## src/rtl/mips_hazard_pkg.sv

```systemverilog
// Shared constants and types for the MIPS32 forwarding / hazard unit.
package mips_hazard_pkg;

  // Architectural register address width; r0 is hard-wired to zero.
  localparam int REG_AW = 5;
  localparam logic [REG_AW-1:0] REG_ZERO = '0;

  // Forward-select encoding: 0 reads the register file, k selects stage k.
  localparam int FWD_RF = 0;

  // Scoreboard slot occupancy.
  typedef enum logic {
    SLOT_IDLE = 1'b0,
    SLOT_BUSY = 1'b1
  } slot_state_e;

endpackage

```

## src/rtl/mdu_scoreboard_slot.sv

```systemverilog
// Single-entry countdown scoreboard tracking one in-flight multi-cycle MDU write.
module mdu_scoreboard_slot
  import mips_hazard_pkg::*;
#(
  parameter int NUM_SRC = 2,
  parameter int AW      = REG_AW,
  parameter int LAT_W   = 4
) (
  input  logic                  clk,
  input  logic                  rst,
  input  logic                  issue_i,
  input  logic [AW-1:0]         issue_rd_i,
  input  logic [LAT_W-1:0]      issue_lat_i,
  input  logic [NUM_SRC*AW-1:0] src_addr_i,
  input  logic [NUM_SRC-1:0]    src_used_i,
  output logic                  busy_o,
  output logic                  match_o
);

  slot_state_e      state_q;
  logic [AW-1:0]    rd_q;
  logic [LAT_W-1:0] cnt_q;

  // Slot FSM: a new issue always (re)loads the slot, even on the release
  // cycle or while still busy; otherwise count down and free at cnt == 1.
  always_ff @(posedge clk) begin
    if (rst) begin
      state_q <= SLOT_IDLE;
      rd_q    <= '0;
      cnt_q   <= '0;
    end else if (issue_i) begin
      state_q <= SLOT_BUSY;
      rd_q    <= issue_rd_i;
      cnt_q   <= (issue_lat_i == '0) ? LAT_W'(1) : issue_lat_i;
    end else if (state_q == SLOT_BUSY) begin
      if (cnt_q == LAT_W'(1)) begin
        state_q <= SLOT_IDLE;
        rd_q    <= '0;
        cnt_q   <= '0;
      end else begin
        cnt_q <= cnt_q - LAT_W'(1);
      end
    end
  end

  assign busy_o = (state_q == SLOT_BUSY);

  // Any used ID source reading the pending destination (r0 never matches).
  always_comb begin
    match_o = 1'b0;
    for (int i = 0; i < NUM_SRC; i++) begin
      if (src_used_i[i] && (src_addr_i[i*AW +: AW] == rd_q) &&
          (rd_q != AW'(REG_ZERO))) begin
        match_o = 1'b1;
      end
    end
  end

endmodule

```

## src/rtl/hazard_forward_ctrl.sv

```systemverilog
// Forwarding select generation, load-use / MDU stall detection and
// saturating performance counters for the 5-stage MIPS32 pipeline.
module hazard_forward_ctrl
  import mips_hazard_pkg::*;
#(
  parameter int NUM_SRC    = 2,
  parameter int FWD_STAGES = 2,
  parameter int AW         = REG_AW,
  parameter int LAT_W      = 4,
  parameter int CNT_W      = 32,
  localparam int SELW      = $clog2(FWD_STAGES + 1)
) (
  input  logic                     clk,
  input  logic                     rst,
  input  logic                     flush,
  input  logic [NUM_SRC*AW-1:0]    ex_src_addr,
  input  logic [NUM_SRC-1:0]       ex_src_used,
  input  logic [FWD_STAGES-1:0]    stage_regwrite,
  input  logic [FWD_STAGES*AW-1:0] stage_rd,
  input  logic                     ex_valid,
  input  logic                     ex_memread,
  input  logic [AW-1:0]            ex_rd,
  input  logic                     id_valid,
  input  logic [NUM_SRC*AW-1:0]    id_src_addr,
  input  logic [NUM_SRC-1:0]       id_src_used,
  input  logic                     id_mdu_op,
  input  logic                     mdu_issue,
  input  logic [AW-1:0]            mdu_rd,
  input  logic [LAT_W-1:0]         mdu_lat,
  output logic [NUM_SRC*SELW-1:0]  fwd_sel,
  output logic                     stall,
  output logic                     mdu_busy,
  output logic [CNT_W-1:0]         stall_cnt,
  output logic [CNT_W-1:0]         fwd_cnt
);

  logic             load_use;
  logic             mdu_hazard;
  logic             slot_match;
  logic             any_fwd;
  logic [CNT_W-1:0] stall_cnt_q;
  logic [CNT_W-1:0] fwd_cnt_q;

  // Counters stick at all-ones instead of wrapping.
  function automatic logic [CNT_W-1:0] sat_inc(input logic [CNT_W-1:0] v);
    return (&v) ? v : v + CNT_W'(1);
  endfunction

  // Per-operand priority encoder: scan oldest to youngest so the youngest
  // matching stage overwrites and wins.
  for (genvar g = 0; g < NUM_SRC; g++) begin : g_src
    logic [SELW-1:0] sel;

    // Select the youngest stage writing this operand's register.
    always_comb begin
      sel = SELW'(FWD_RF);
      for (int k = FWD_STAGES; k >= 1; k--) begin
        if (ex_src_used[g] && stage_regwrite[k-1] &&
            (stage_rd[(k-1)*AW +: AW] == ex_src_addr[g*AW +: AW]) &&
            (ex_src_addr[g*AW +: AW] != AW'(REG_ZERO))) begin
          sel = SELW'(k);
        end
      end
    end

    assign fwd_sel[g*SELW +: SELW] = sel;
  end

  assign any_fwd = |fwd_sel;

  // Load in EX whose destination is read by the instruction in ID.
  always_comb begin
    load_use = 1'b0;
    for (int i = 0; i < NUM_SRC; i++) begin
      if (id_valid && ex_valid && ex_memread && (ex_rd != AW'(REG_ZERO)) &&
          id_src_used[i] && (id_src_addr[i*AW +: AW] == ex_rd)) begin
        load_use = 1'b1;
      end
    end
  end

  mdu_scoreboard_slot #(
    .NUM_SRC (NUM_SRC),
    .AW      (AW),
    .LAT_W   (LAT_W)
  ) u_slot (
    .clk         (clk),
    .rst         (rst),
    .issue_i     (mdu_issue),
    .issue_rd_i  (mdu_rd),
    .issue_lat_i (mdu_lat),
    .src_addr_i  (id_src_addr),
    .src_used_i  (id_src_used),
    .busy_o      (mdu_busy),
    .match_o     (slot_match)
  );

  // A second MDU op also waits: the single slot cannot track two writers.
  assign mdu_hazard = id_valid && mdu_busy && (slot_match || id_mdu_op);

  // A squashed ID instruction never needs to wait.
  assign stall = (load_use || mdu_hazard) && !flush;

  // Saturating stall / forward activity counters.
  always_ff @(posedge clk) begin
    if (rst) begin
      stall_cnt_q <= '0;
      fwd_cnt_q   <= '0;
    end else begin
      if (stall)   stall_cnt_q <= sat_inc(stall_cnt_q);
      if (any_fwd) fwd_cnt_q   <= sat_inc(fwd_cnt_q);
    end
  end

  assign stall_cnt = stall_cnt_q;
  assign fwd_cnt   = fwd_cnt_q;

endmodule

```

## config.mk

```make
export PLATFORM = sky130hd
export DESIGN_NAME = hazard_forward_ctrl
export DESIGN_NICKNAME = d
export VERILOG_FILES = /design/src/rtl/mips_hazard_pkg.sv /design/src/rtl/mdu_scoreboard_slot.sv /design/src/rtl/hazard_forward_ctrl.sv
export SDC_FILE = /design/constraint.sdc
export NUM_CORES = 1
export LEC_CHECK = 0
export ABC_AREA = 1
export BUFFER_PORTS_ARGS = -buffer_cell sky130_fd_sc_hd__buf_2
export CORE_MARGIN = 2
export CORE_UTILIZATION = 51
export CTS_BUF_LIST = sky130_fd_sc_hd__clkbuf_8
export DETAILED_ROUTE_END_ITERATION = 7
export PLACE_DENSITY_LB_ADDON = 0.08
export SKIP_LAST_GASP = 1
export SLEW_MARGIN = 20
export SYNTH_ARGS = -nofsm -noshare
export SYNTH_HDL_FRONTEND = slang
export SYNTH_SLANG_ARGS = --single-unit
```

## constraint.sdc

```tcl
create_clock -name clk -period 1.9 [get_ports clk]
set_clock_uncertainty 0.2 [all_clocks]
set_input_delay 0.19 -clock clk [delete_from_list [all_inputs] [get_ports clk]]
set_output_delay 0.19 -clock clk [all_outputs]
set_load 0.02 [all_outputs]
```

Yosys cells after proc, flatten, opt, wreduce, memory -nomap -nowiden:

Cells that the tools add are included.

* add/sub/neg operators: 3
* equal/unequal tests: 9
* multiplexer cells: 18
* bitwise gates (word level): 2
* reductions and logical operators: 42

Operators with widths (count)
* $add A32 B1 Y32 const B: 2
* $reduce_and A32 Y1: 2
* $eq A5 B5 Y1: 8
* $logic_and A1 B1 Y1: 26
* $reduce_bool A5 Y1: 4
* $mux W4: 4
* $mux W5: 3
* $mux W2: 4
* $mux W1: 7
* $reduce_and A2 Y1: 3
* $eq A4 B1 Y1 const B: 1
* $logic_not A4 Y1: 1
* $reduce_bool A2 Y1: 2
* $reduce_or A4 Y1: 1
* $sub A4 B1 Y4 const B: 1
* $logic_or A1 B1 Y1: 2
* $not A1 Y1: 2
* $logic_not A1 Y1: 1

* register bits: 74
* input bits: 58
* output and inout bits: 70
* word-level logic and storage cells: 79

Logic depth before layout (Yosys ltp):

Gate-level depths: netlist (run 1).

* depth in word-level cells: 10
* mapped depth: 14
* depth with buffers taken out: 13

Hierarchy:

From an unflattened synthesis (run 1), not the netlist that was laid out.

* cells, all modules: 988
* area, all modules: 5784.3 um^2

By module, submodules not included
* hazard_forward_ctrl: times used 1, cells an instance 862, area each 5006.1 um^2, seq. area each 1281.2 um^2
* mdu_scoreboard_slot: times used 1, cells an instance 126, area each 778.2 um^2, seq. area each 200.2 um^2

Worst setup path before layout (run 1):

No wires, ideal clock.

* path kind: reg2reg
* from: register stall_cnt_q[1], in the netlist stall_cnt[1]
* to: register stall_cnt_q[28], in the netlist stall_cnt[28]
* library setup time: 0.128 ns
* arrival time: 1.779 ns
* required time: 1.572 ns
* path slack: -0.207 ns
* cell stages (with the launch flop): 12
* buffers on the path: 1
* clock period less this slack: 2.107 ns
* cells stage by stage: dfxtp_1 -> ha_1 -> nand2_1 -> nor2_2 -> nand3_2 -> nor2_4 -> nand4_4 -> nand3_2 -> buf_2 -> nand2_1 -> nand2_1 -> nor2_1

* word-level cells in the longest chain between the ends: 3
* elaborated cells between the ends (all ways): 4
* classes of those cells: add/sub (1); bitwise (1); reduce/logical (2)

Ends and longest elaborated chain
* start, declared: RTL line hazard_forward_ctrl.sv:41 `logic [CNT_W-1:0] stall_cnt_q;`
* start signal, assigned: RTL line hazard_forward_ctrl.sv:110 `if (stall) stall_cnt_q <= sat_inc(stall_cnt_q);`
* branches (longest 3 deep; another with $add A32 B1 Y32)

Parallel ways; which one is timed is not known.
A chain may end at the register's enable or synchronous reset.

Worst setup path in the final report (run 1):

* from: register stall_cnt_q[0], in the netlist stall_cnt[0]
* to: register stall_cnt_q[5], in the netlist stall_cnt[5]

Same word-level chain as after synthesis.

==> run_results.csv, run 1 <==
group,metric,value,unit
finish,drive_gt1_frac,0.3622,
routing,drt_iter0_drc,511,
finish,fin_area,8192,µm²
finish,final_nets,1211,
sta,fin_tns_setup,-7.138,ns
routing,drc_errors,0,
sta,finalSetupViolations,64,
setup_path,crit_arrival,2.13,ns
global_routing,grt_pass1_vias,5826,
status,violations,"negative setup slack",
logic_synthesis,synthCells,913,
logic_synthesis,yosys-top-cells-count,"266 x nand2_1, 134 x nor2_1, 122 x inv_1",
global_routing,antenna_found_initial,0,
clock_tree,cts_tree,"yes",
logic_synthesis,netlist.top_cell.by_area,"dfxtp_1",
power_and_ir_drop,finalPower,3.614,mW
sta,rsz0062_at_grt,"true",
logic_synthesis,synth.distinct_cells,36,
routing,wl_per_cell,14.30,µm
clock_tree,clkLatencyLatePin,0.36,ns
clock_tree,clockRootBuffer,"clkbuf_8",
floorplan,initial_utilization,0.5245,
routing,vias,6765,
power_and_ir_drop,power.leakage,3.895,nW
setup_path,critPathMaxFanout,6,
sta,fin_crit_sh,1.106,
power_and_ir_drop,vdd_ir_drop_max,0.3800,mV
place,dpl_cell_area,6884,µm²
place,pre_cts_ws,-0.07005,ns
floorplan,pin_count,128,
floorplan,die_w,106.8,µm
global_routing,grt_max_degree,51,
floorplan,core,10280,µm²
setup_path,start_kind,"flop",
status,status,"complete, but fails checks",
clock_tree,path_clk_slew,0.08,ns
logic_synthesis,seq_area_frac_synth,0.2748,
routing,drt_wl_total,18450,µm
power_and_ir_drop,cellPowerDensity,441.2,nW/µm²
routing,drtPass1Iterations,7,
sta,report.final.hold_viol_count,0,
floorplan,dieArea,11410,µm²
logic_synthesis,netlist.area_leader.share,0.2748,
sta,maxSlewHeadroom,0.4984,
logic_synthesis,syn_area,5390,µm²
place,gp_congestion,0.9320,
sta,drv_slew,0,
logic_synthesis,syn-mean-instance-area,5.904,µm²
min_path,hold_class,"primary input to flop",
run,max_cap_viol_count,0,
clock_tree,h-tree-depth,3,
place,portBuffers,127,
logic_synthesis,synth_edf_count,0,
global_routing,grt_pass1_wl,26530,µm
logic_synthesis,synthFlopType,"dfxtp_1",
clock_tree,cts_buffers,9,
place,dp_hpwl,12010,µm
sta,max_freq,476.0,MHz
floorplan,core.rowCount,37,
setup_path,worst-setup-path-type,"flop to flop",
global_routing,grt.total_usage,0.2821,
finish,syn_to_final_growth,51.97,%
logic_synthesis,synthMostInstantiatedCell,"nand2_1",
sta,tightestPinTransition,0.7524,ns
finish,antenna_cells,0,
clock_tree,cts_buffer_depth,2,
logic_synthesis,ys_ff_latch,74,
logic_synthesis,synthArstFlopShare,0,
routing,ant_nets,0,
sta,worst_slack,-0.2010,ns
global_routing,overflow,0,
floorplan,die_y,106.8,µm
setup_path,required,1.93,ns
routing,via_per_inst,5.244,
place,place_inst,1242,
logic_synthesis,yosys-top-cells-area,"dfxtp_1 27%, nand2_1 19%, nor2_1 9.3%",
logic_synthesis,ys_warn_count,0,
logic_synthesis,syn_nets,975,
clock_tree,clock-sinks,74,
finish,stdcell_count,1290,
sta,fin_crit,2.101,ns
setup_path,endpoint_kind,"flop",
==> critical path, stage by stage, from the launching register on <==
cell	delay [ns]
dfxtp_4	0.37
ha_4	0.14
nand2_4	0.06
nor2_4	0.14
nand3_2	0.13
nor2_4	0.17
nand4_4	0.22
clkbuf_16	0.24
nand2_4	0.05
inv_2	0.03
nand3_2	0.04
nand2_1	0.06
nand2_1	0.08
nor2_2	0.04
==> repair_timing <==
action,4_1_cts,5_1_grt
gates resized for setup,27,160
gates cloned,0,9
hold buffers,14,0
setup endpoints to repair,43,65
endpoints found under the hold margin,7,0
setup buffers,2,7
pin swaps,16,70
==> flip-flops by register name, summed over array words and instances, names as in the netlist <==
register       flops
fwd_cnt           32
stall_cnt         32
u_slot.busy_o      1
u_slot.cnt_q       4
u_slot.rd_q        5
==> cell type report <==
cell class | count | area, µm²
clock inverters | 5 | 71.32
inverters | 131 | 499.2
repair buffers | 254 | 1904
flip-flops and latches | 74 | 1514
clock buffers | 11 | 151.4
multi-input cells | 679 | 3881
fillers | 787 | 2086
well taps | 136 | 170.2
==> layout by cell type, fill, tap and decap left out, types with 17 or more instances in the layout <==
cell     instances
a21oi_2         27
buf_2          126
buf_4           90
dfxtp_1         56
inv_1          114
inv_2           17
nand2_1        222
nand2_4         31
nand3_1         60
nand4_1         37
nor2_1         115
nor3_1          24
xor2_1          35
==> layer usage <==
layer / routed length (µm) / vias to the layer above / track usage
li1: - / 3372 / -
met1: 8035 / 3095 / 0.3794
met2: 8667 / 264 / 0.4732
met3: 1360 / 34 / 0.03100
met4: 387 / 0 / 0.09091
met5: 0 / - / 0
==> worst paths after layout <==
check	startpoint	endpoint	slack [ns]	depth (start not counted)
setup reg to reg	stall_cnt[0]	stall_cnt[5]	-0.20	13
hold / removal	mdu_lat[1]	u_slot.cnt_q[1]	0.01	3
hold reg to reg	u_slot.rd_q[2]	u_slot.rd_q[2]	0.30	2
setup / recovery	stall_cnt[0]	stall_cnt[5]	-0.20	13
==> stage by stage <==
stage | hold slack, ns | utilization
3_3_place_gp | 0.2521 | 0.6698
6_report | 0.01239 | 0.7971
2_1_floorplan | 0.1390 | -
5_1_grt | 0.01877 | 0.7971
4_1_cts | 0.003392 | 0.7146
3_5_place_dp | 0.2516 | 0.6698
==> cells by family after synthesis <==
logic type / after synthesis / synth area share
adder cells (fa/ha/maj): 4 / 0.009285
buffers and inverters: 160 / 0.1195
AND/OR/NAND/NOR: 560 / 0.4508
XOR/XNOR: 47 / 0.07637
AO/OA/AOI/OAI: 68 / 0.06917
flip-flops: 74 / 0.2748
==> power by group <==
| group | switching [mW] | total [mW] | internal (mW) |
|---|---|---|---|
| clock network | 0.616 | 1.41 | 0.799 |
| registers | 0.0277 | 1.60 | 1.58 |
| logic | 0.343 | 0.597 | 0.254 |
| total | 0.986 | 3.61 | 2.63 |
(Power assumes the default switching activity.)
==> inputs of run 2 (changes only) <==
--- a/config.mk
+++ b/config.mk
@@ -5,10 +5,9 @@
 export SDC_FILE = /design/constraint.sdc
 export NUM_CORES = 1
 export LEC_CHECK = 0
-export ABC_AREA = 1
 export BUFFER_PORTS_ARGS = -buffer_cell sky130_fd_sc_hd__buf_2
 export CORE_MARGIN = 2
-export CORE_UTILIZATION = 51
+export CORE_UTILIZATION = 49
 export CTS_BUF_LIST = sky130_fd_sc_hd__clkbuf_8
 export DETAILED_ROUTE_END_ITERATION = 7
 export PLACE_DENSITY_LB_ADDON = 0.08
==> run_results.csv, run 2 <==
group,metric,value,unit
floorplan,pin_count,128,
clock_tree,path_clk_slew,0.08,ns
status,status,"complete, but fails checks",
clock_tree,clkLatencyLatePin,0.35,ns
routing,drtPass1Iterations,5,
logic_synthesis,yosys-top-cells-area,"dfxtp_1 34%, xnor2_1 8.2%, nor2_1 6.1%",
setup_path,cp-startpoint,"u_slot.rd_q[4]",
global_routing,grt_pass1_wl,22850,µm
place,portBuffers,127,
routing,ant_nets,0,
routing,drt_wl_total,16490,µm
sta,worst_slack,-0.4947,ns
sta,report.final.hold_viol_count,0,
setup_path,critPathMaxFanout,7,
logic_synthesis,syn_nets,600,
floorplan,die_y,98.73,µm
finish,fillers,470,
power_and_ir_drop,p_sw,0.8838,mW
routing,wl_per_cell,17.83,µm
routing,via_per_inst,5.720,
power_and_ir_drop,swShare,0.2619,
finish,fin_area,7591,µm²
logic_synthesis,netlist.top_cell.by_area,"dfxtp_1",
logic_synthesis,synth_edf_count,0,
place,gp_congestion,0.8929,
sta,finalSetupViolations,65,
clock_tree,cts_tree,"yes",
logic_synthesis,synthFlopType,"dfxtp_1",
logic_synthesis,yosys-top-cells-count,"74 x dfxtp_1, 71 x nor2_1, 41 x xnor2_1",
floorplan,core,8721,µm²
routing,vias,5291,
logic_synthesis,syn-mean-instance-area,8.172,µm²
setup_path,required,1.98,ns
finish,antenna_cells,0,
clock_tree,cts_buffers,9,
logic_synthesis,netlist.area_leader.share,0.3369,
power_and_ir_drop,clkPwrFrac,0.403,
global_routing,antenna_found_initial,0,
setup_path,path_cells,"xnor2_1, nand4_1, o22ai_2, a21oi_2, o22a_4, clkbuf_16, or4_1, a21oi_1",
setup_path,crit_arrival,2.48,ns
min_path,min_from,"mdu_issue",
logic_synthesis,syn_area,4397,µm²
setup_path,worst-setup-path-type,"flop to flop",
finish,drive_gt1_frac,0.5716,
sta,drv_slew,0,
setup_path,start_kind,"flop",
place,pre_cts_ws,-0.7827,ns
global_routing,grt_max_degree,94,
power_and_ir_drop,cellPowerDensity,444.5,nW/µm²
finish,utilization,0.8704,
clock_tree,h-tree-depth,3,
power_and_ir_drop,combPwrFrac,0.138,
power_and_ir_drop,power.leakage,3.226,nW
sta,fin_crit_sh,1.260,
power_and_ir_drop,finalPower,3.374,mW
logic_synthesis,ys_ff_latch,74,
logic_synthesis,synth.distinct_cells,56,
finish,final_cell_mix,"124 x buf_2, 124 x buf_4, 68 x nor2_1",
routing,drc_errors,0,
sta,fin_tns_setup,-22.62,ns
floorplan,dieArea,9747,µm²
clock_tree,cts_buffer_depth,2,
logic_synthesis,synthCells,538,
setup_path,slowest_delay,0.51,ns
setup_path,r2r_setup_slack,-0.49,ns
finish,final_nets,874,
place,dp_hpwl,9692,µm
logic_synthesis,seq_area_frac_synth,0.3369,
clock_tree,clockRootBuffer,"clkbuf_8",
sta,tightestPinTransition,0.4160,ns
power_and_ir_drop,p_int,2.490,mW
logic_synthesis,synthMostInstantiatedCell,"dfxtp_1",
finish,syn_to_final_growth,72.65,%
status,violations,"negative setup slack",
routing,drt_iter0_drc,209,
setup_path,endpoint_kind,"flop",
floorplan,core.rowCount,34,
setup_path,r2r_start,"u_slot.rd_q[4]",
min_path,hold_class,"primary input to flop",
sta,rsz0062_at_grt,"true",
sta,max_freq,417.6,MHz
setup_path,cpMaxStageDelayCell,"or4_1",
power_and_ir_drop,vdd_ir_drop_max,0.3227,mV
floorplan,initial_utilization,0.5042,
run,max_cap_viol_count,0,
clock_tree,clock-sinks,74,
floorplan,die_w,98.73,µm
sta,fin_crit,2.395,ns
logic_synthesis,synthArstFlopShare,0,
power_and_ir_drop,seqPwrFrac,0.459,
global_routing,overflow,0,
sta,maxSlewHeadroom,0.7213,
logic_synthesis,ys_warn_count,0,
global_routing,grt_pass1_vias,5047,
global_routing,grt.total_usage,0.2807,
place,dpl_cell_area,6543,µm²
## run 2: what timing repair did
| item | CTS | global route |
|---|---|---|
| pin swaps | 43 | 49 |
| gates cloned | 1 | 4 |
| gates resized for setup | 46 | 69 |
| setup endpoints to repair | 65 | 66 |
| endpoints found under the hold margin | 9 | 0 |
| hold buffers | 9 | 0 |
| buffers inserted | 9 | 12 |
## run 2: power by group through the flow
stage	combinational (mW)	sequential, mW	clock, mW
4_1_cts	0.418	1.55	1.36
6_report	0.467	1.55	1.36
2_1_floorplan	0.215	1.59	0
5_1_grt	0.504	1.55	1.41
3_5_place_dp	0.387	1.59	0
3_3_place_gp	0.368	1.58	0
## run 2: area by class of cell
type,count,area [µm²],area share
inverter,9,33.78,0.004450
timing repair buffer,292,2112,0.2782
tap,108,135.1,0.01780
clock buffer,9,123.9,0.01632
multi-input combinational,426,3502,0.4613
clock inverter,7,85.08,0.01121
sequential,74,1599,0.2106
## run 2: metrics by stage
stage | hold WS (ns) | std cells
global placement | 0.2354 | 876
finish | 0.04042 | 925
CTS | 0.01724 | 910
detailed placement | 0.2473 | 876
floorplan | 0.1327 | 538
global route | 0.04564 | 925
## run 2: worst max-delay path: cells and delay by family (launching register included)
family	cells	cell delay, ns
buffers and inverters	1	0.19
AOI/OAI and AO/OA	4	0.71
DFF	1	0.37
and+or+nand+nor	2	0.66
xor gates and xnor gates	1	0.18
## run 2: routing by layer
layer	routed length, µm	global-route usage	share of wire
met4	403	0.08535	0.024
met2	8868	0.5092	0.54
met1	6260	0.3410	0.38
met5	0	0	0
met3	959	0.04468	0.058
## run 2: kinds of logic after synthesis
group | Yosys count | synth area share
simple gates | 278 | 0.3401
flops | 74 | 0.3369
xor+xnor | 61 | 0.1215
compound gates | 56 | 0.08225
buf+inv | 38 | 0.03813
mux | 27 | 0.06972
fa+ha+maj | 4 | 0.01138
## run 2: path summary, 6_finish.rpt
check                                endpoint  depth (start not counted)
worst min-delay path            u_slot.busy_o                          3
worst max-delay path            stall_cnt[16]                          8
worst max register to register  stall_cnt[16]                          8
worst min register to register  stall_cnt[31]                          2
==> inputs of run 3 (changes only) <==
--- a/config.mk
+++ b/config.mk
@@ -15,4 +15,5 @@
 export SLEW_MARGIN = 20
 export SYNTH_ARGS = -nofsm -noshare
 export SYNTH_HDL_FRONTEND = slang
+export SYNTH_HIERARCHICAL = 1
 export SYNTH_SLANG_ARGS = --single-unit
==> run_results.csv, run 3 <==
group,metric,value,unit
clock_tree,path_clk_slew,0.09,ns
finish,antenna_cells,0,
logic_synthesis,syn-mean-instance-area,8.276,µm²
finish,final_nets,890,
power_and_ir_drop,combPwrFrac,0.127,
finish,final_common_cell,"buf_4",
power_and_ir_drop,p_int,2.390,mW
finish,drive_gt1_frac,0.5426,
status,status,"complete, but fails checks",
clock_tree,cts_buffers,9,
finish,syn_to_final_growth,65.23,%
sta,maxSlewHeadroom,0.5302,
logic_synthesis,synthMostInstantiatedCell,"dfxtp_1",
routing,drtPass1Iterations,5,
power_and_ir_drop,cellPowerDensity,448.6,nW/µm²
logic_synthesis,synthFlopType,"dfxtp_1",
logic_synthesis,synthArstFlopShare,0,
sta,hold_slack,0.05086,ns
clock_tree,clockRootBuffer,"clkbuf_8",
logic_synthesis,seq_area_frac_synth,0.3315,
finish,final_cell_mix,"143 x buf_4, 123 x buf_2, 51 x xnor2_1",
setup_path,worst-setup-path-type,"flop to flop",
finish,stdcell_count,941,
logic_synthesis,synthCells,540,
place,place_inst,888,
place,portBuffers,127,
clock_tree,cts_buffer_depth,2,
setup_path,critPathMaxFanout,6,
floorplan,initial_utilization,0.5100,
sta,rsz0062_at_grt,"true",
logic_synthesis,syn_area,4469,µm²
setup_path,endpoint_kind,"flop",
routing,vias,5367,
logic_synthesis,yosys-top-cells-area,"dfxtp_1 33%, xnor2_1 10%, nand4_1 4.8%",
routing,via_per_inst,5.704,
logic_synthesis,synth_edf_count,0,
place,pre_cts_ws,-0.5754,ns
clock_tree,clkLatencyLatePin,0.37,ns
logic_synthesis,synth.distinct_cells,53,
floorplan,core,8763,µm²
place,gp_congestion,0.8652,
run,max_cap_viol_count,0,
routing,drt_iter0_drc,235,
routing,drc_errors,0,
sta,fin_crit,2.493,ns
logic_synthesis,ys_warn_count,6,
finish,fillers,532,
logic_synthesis,netlist.top_cell.by_area,"dfxtp_1",
power_and_ir_drop,clkPwrFrac,0.399,
setup_path,start_kind,"flop",
global_routing,grt_max_degree,36,
sta,worst_slack,-0.5927,ns
setup_path,critical-path-top-delay-family,"simple AND/OR/NAND/NOR gates",
floorplan,pin_count,128,
floorplan,die_y,99.51,µm
sta,drv_slew,0,
power_and_ir_drop,power.leakage,3.074,nW
sta,max_freq,401.2,MHz
sta,finalSetupViolations,66,
floorplan,dieArea,9901,µm²
routing,ant_nets,0,
routing,drt_wl_total,15910,µm
sta,report.final.hold_viol_count,0,
setup_path,cpMaxStageDelayCell,"dfxtp_4",
floorplan,die_w,99.51,µm
power_and_ir_drop,p_sw,0.9227,mW
logic_synthesis,yosys-top-cells-count,"74 x dfxtp_1, 51 x nor2_1, 51 x xnor2_1",
routing,wl_per_cell,16.91,µm
power_and_ir_drop,vdd_ir_drop_max,0.5126,mV
logic_synthesis,netlist.area_leader.share,0.3315,
setup_path,required,1.96,ns
logic_synthesis,ys_ff_latch,74,
setup_path,path_buf_inv,1,
global_routing,antenna_found_initial,0,
status,violations,"negative setup slack",
place,dp_hpwl,9944,µm
power_and_ir_drop,seqPwrFrac,0.474,
setup_path,crit_arrival,2.55,ns
global_routing,grt_pass1_vias,5340,
clock_tree,h-tree-depth,3,
clock_tree,cts_tree,"yes",
power_and_ir_drop,swShare,0.2786,
global_routing,overflow,0,
sta,tightestPinTransition,0.7046,ns
setup_path,path_cells,"xor2_1, nor4_1, nand3_1, a21oi_1, o211a_1, nor2_4, buf_4, nor4bb_4, mux2_4",
setup_path,slowest_delay,0.36,ns
clock_tree,clock-sinks,74,
min_path,hold_class,"primary input to flop",
global_routing,grt_pass1_wl,24180,µm
sta,fin_crit_sh,1.312,
global_routing,grt.total_usage,0.2984,
logic_synthesis,syn_nets,602,
floorplan,core.rowCount,34,
-- run 3: cell types whose count changed in the layout (fill, tap and decap cells not counted), moves of 14 or more --
cell,change
nor3_2,+14
dfxtp_4,-14
dfxtp_1,+15
nor2b_1,-19
nor2_1,-19
xnor2_1,+16
o21ai_0,+16
buf_4,+19
mux2_4,-21
-- run 3: final cells by class --
cell class                      count  area [µm²]  area share
Clock buffer                        9       123.9     0.01677
Clock inverter                      7       83.83     0.01135
Inverter                           11       41.29    0.005591
Multi-Input combinational cell    430        3337      0.4519
Sequential cell                    74        1545      0.2093
Tap cell                          108       135.1     0.01830
Timing Repair Buffer              302        2118      0.2869
-- run 3: power by group through the flow --
| stage | combinational (mW) | clock (mW) | sequential (mW) |
|---|---|---|---|
| final | 0.422 | 1.32 | 1.57 |
| after global routing | 0.456 | 1.39 | 1.57 |
| after detailed placement | 0.360 | 0 | 1.61 |
| after global placement | 0.349 | 0 | 1.60 |
| after floorplan | 0.194 | 0 | 1.61 |
| after CTS | 0.393 | 1.35 | 1.57 |
-- run 3: cell families (layout without fill, tap and decap cells) --
family          Yosys count  in the layout  synth area share
simple gates            271            271            0.3597
compound gates           79             79            0.1027
flops                    74             74            0.3315
xor+xnor                 67             67            0.1313
buf+inv                  36            329           0.04059
mux                       9              9           0.02295
fa+ha+maj                 4              4           0.01120
-- run 3: final timing paths --
check,slack [ns],start,endpoint,cells after the start
setup / recovery,-0.59,u_slot/rd_q[1],stall_cnt[21],9
hold reg to reg,0.31,stall_cnt[1],stall_cnt[1],2
setup reg to reg,-0.59,u_slot/rd_q[1],stall_cnt[21],9
hold / removal,0.05,mdu_issue,u_slot/cnt_q[2],2
-- run 3: repair_timing --
action	in CTS	in global routing
endpoints found under the setup margin	65	66
endpoints found under the hold margin	9	0
pin swaps	39	38
gates cloned	2	1
hold buffers	9	0
resized for setup	66	61
buffers inserted	13	16
-- run 3: layer usage --
metal  track usage  routed length (µm)  part of all wire
met1        0.3389                6283              0.39
met2        0.5411                8170              0.51
met3       0.05973                 983             0.062
met4        0.1286                 477             0.030
met5             0                   0                 0
-- run 3: stage by stage --
stage	TNS, ns	power (mW)	util	area, µm²
final	-25.80	3.312	0.8427	7385
after global routing	-32.40	3.421	0.8427	7385
after CTS	-20.32	3.308	0.8000	7010
after detailed placement	-25.11	1.966	0.7189	6300
after global placement	-22.81	1.954	0.7189	6300
after floorplan	-17.78	1.803	-	4636
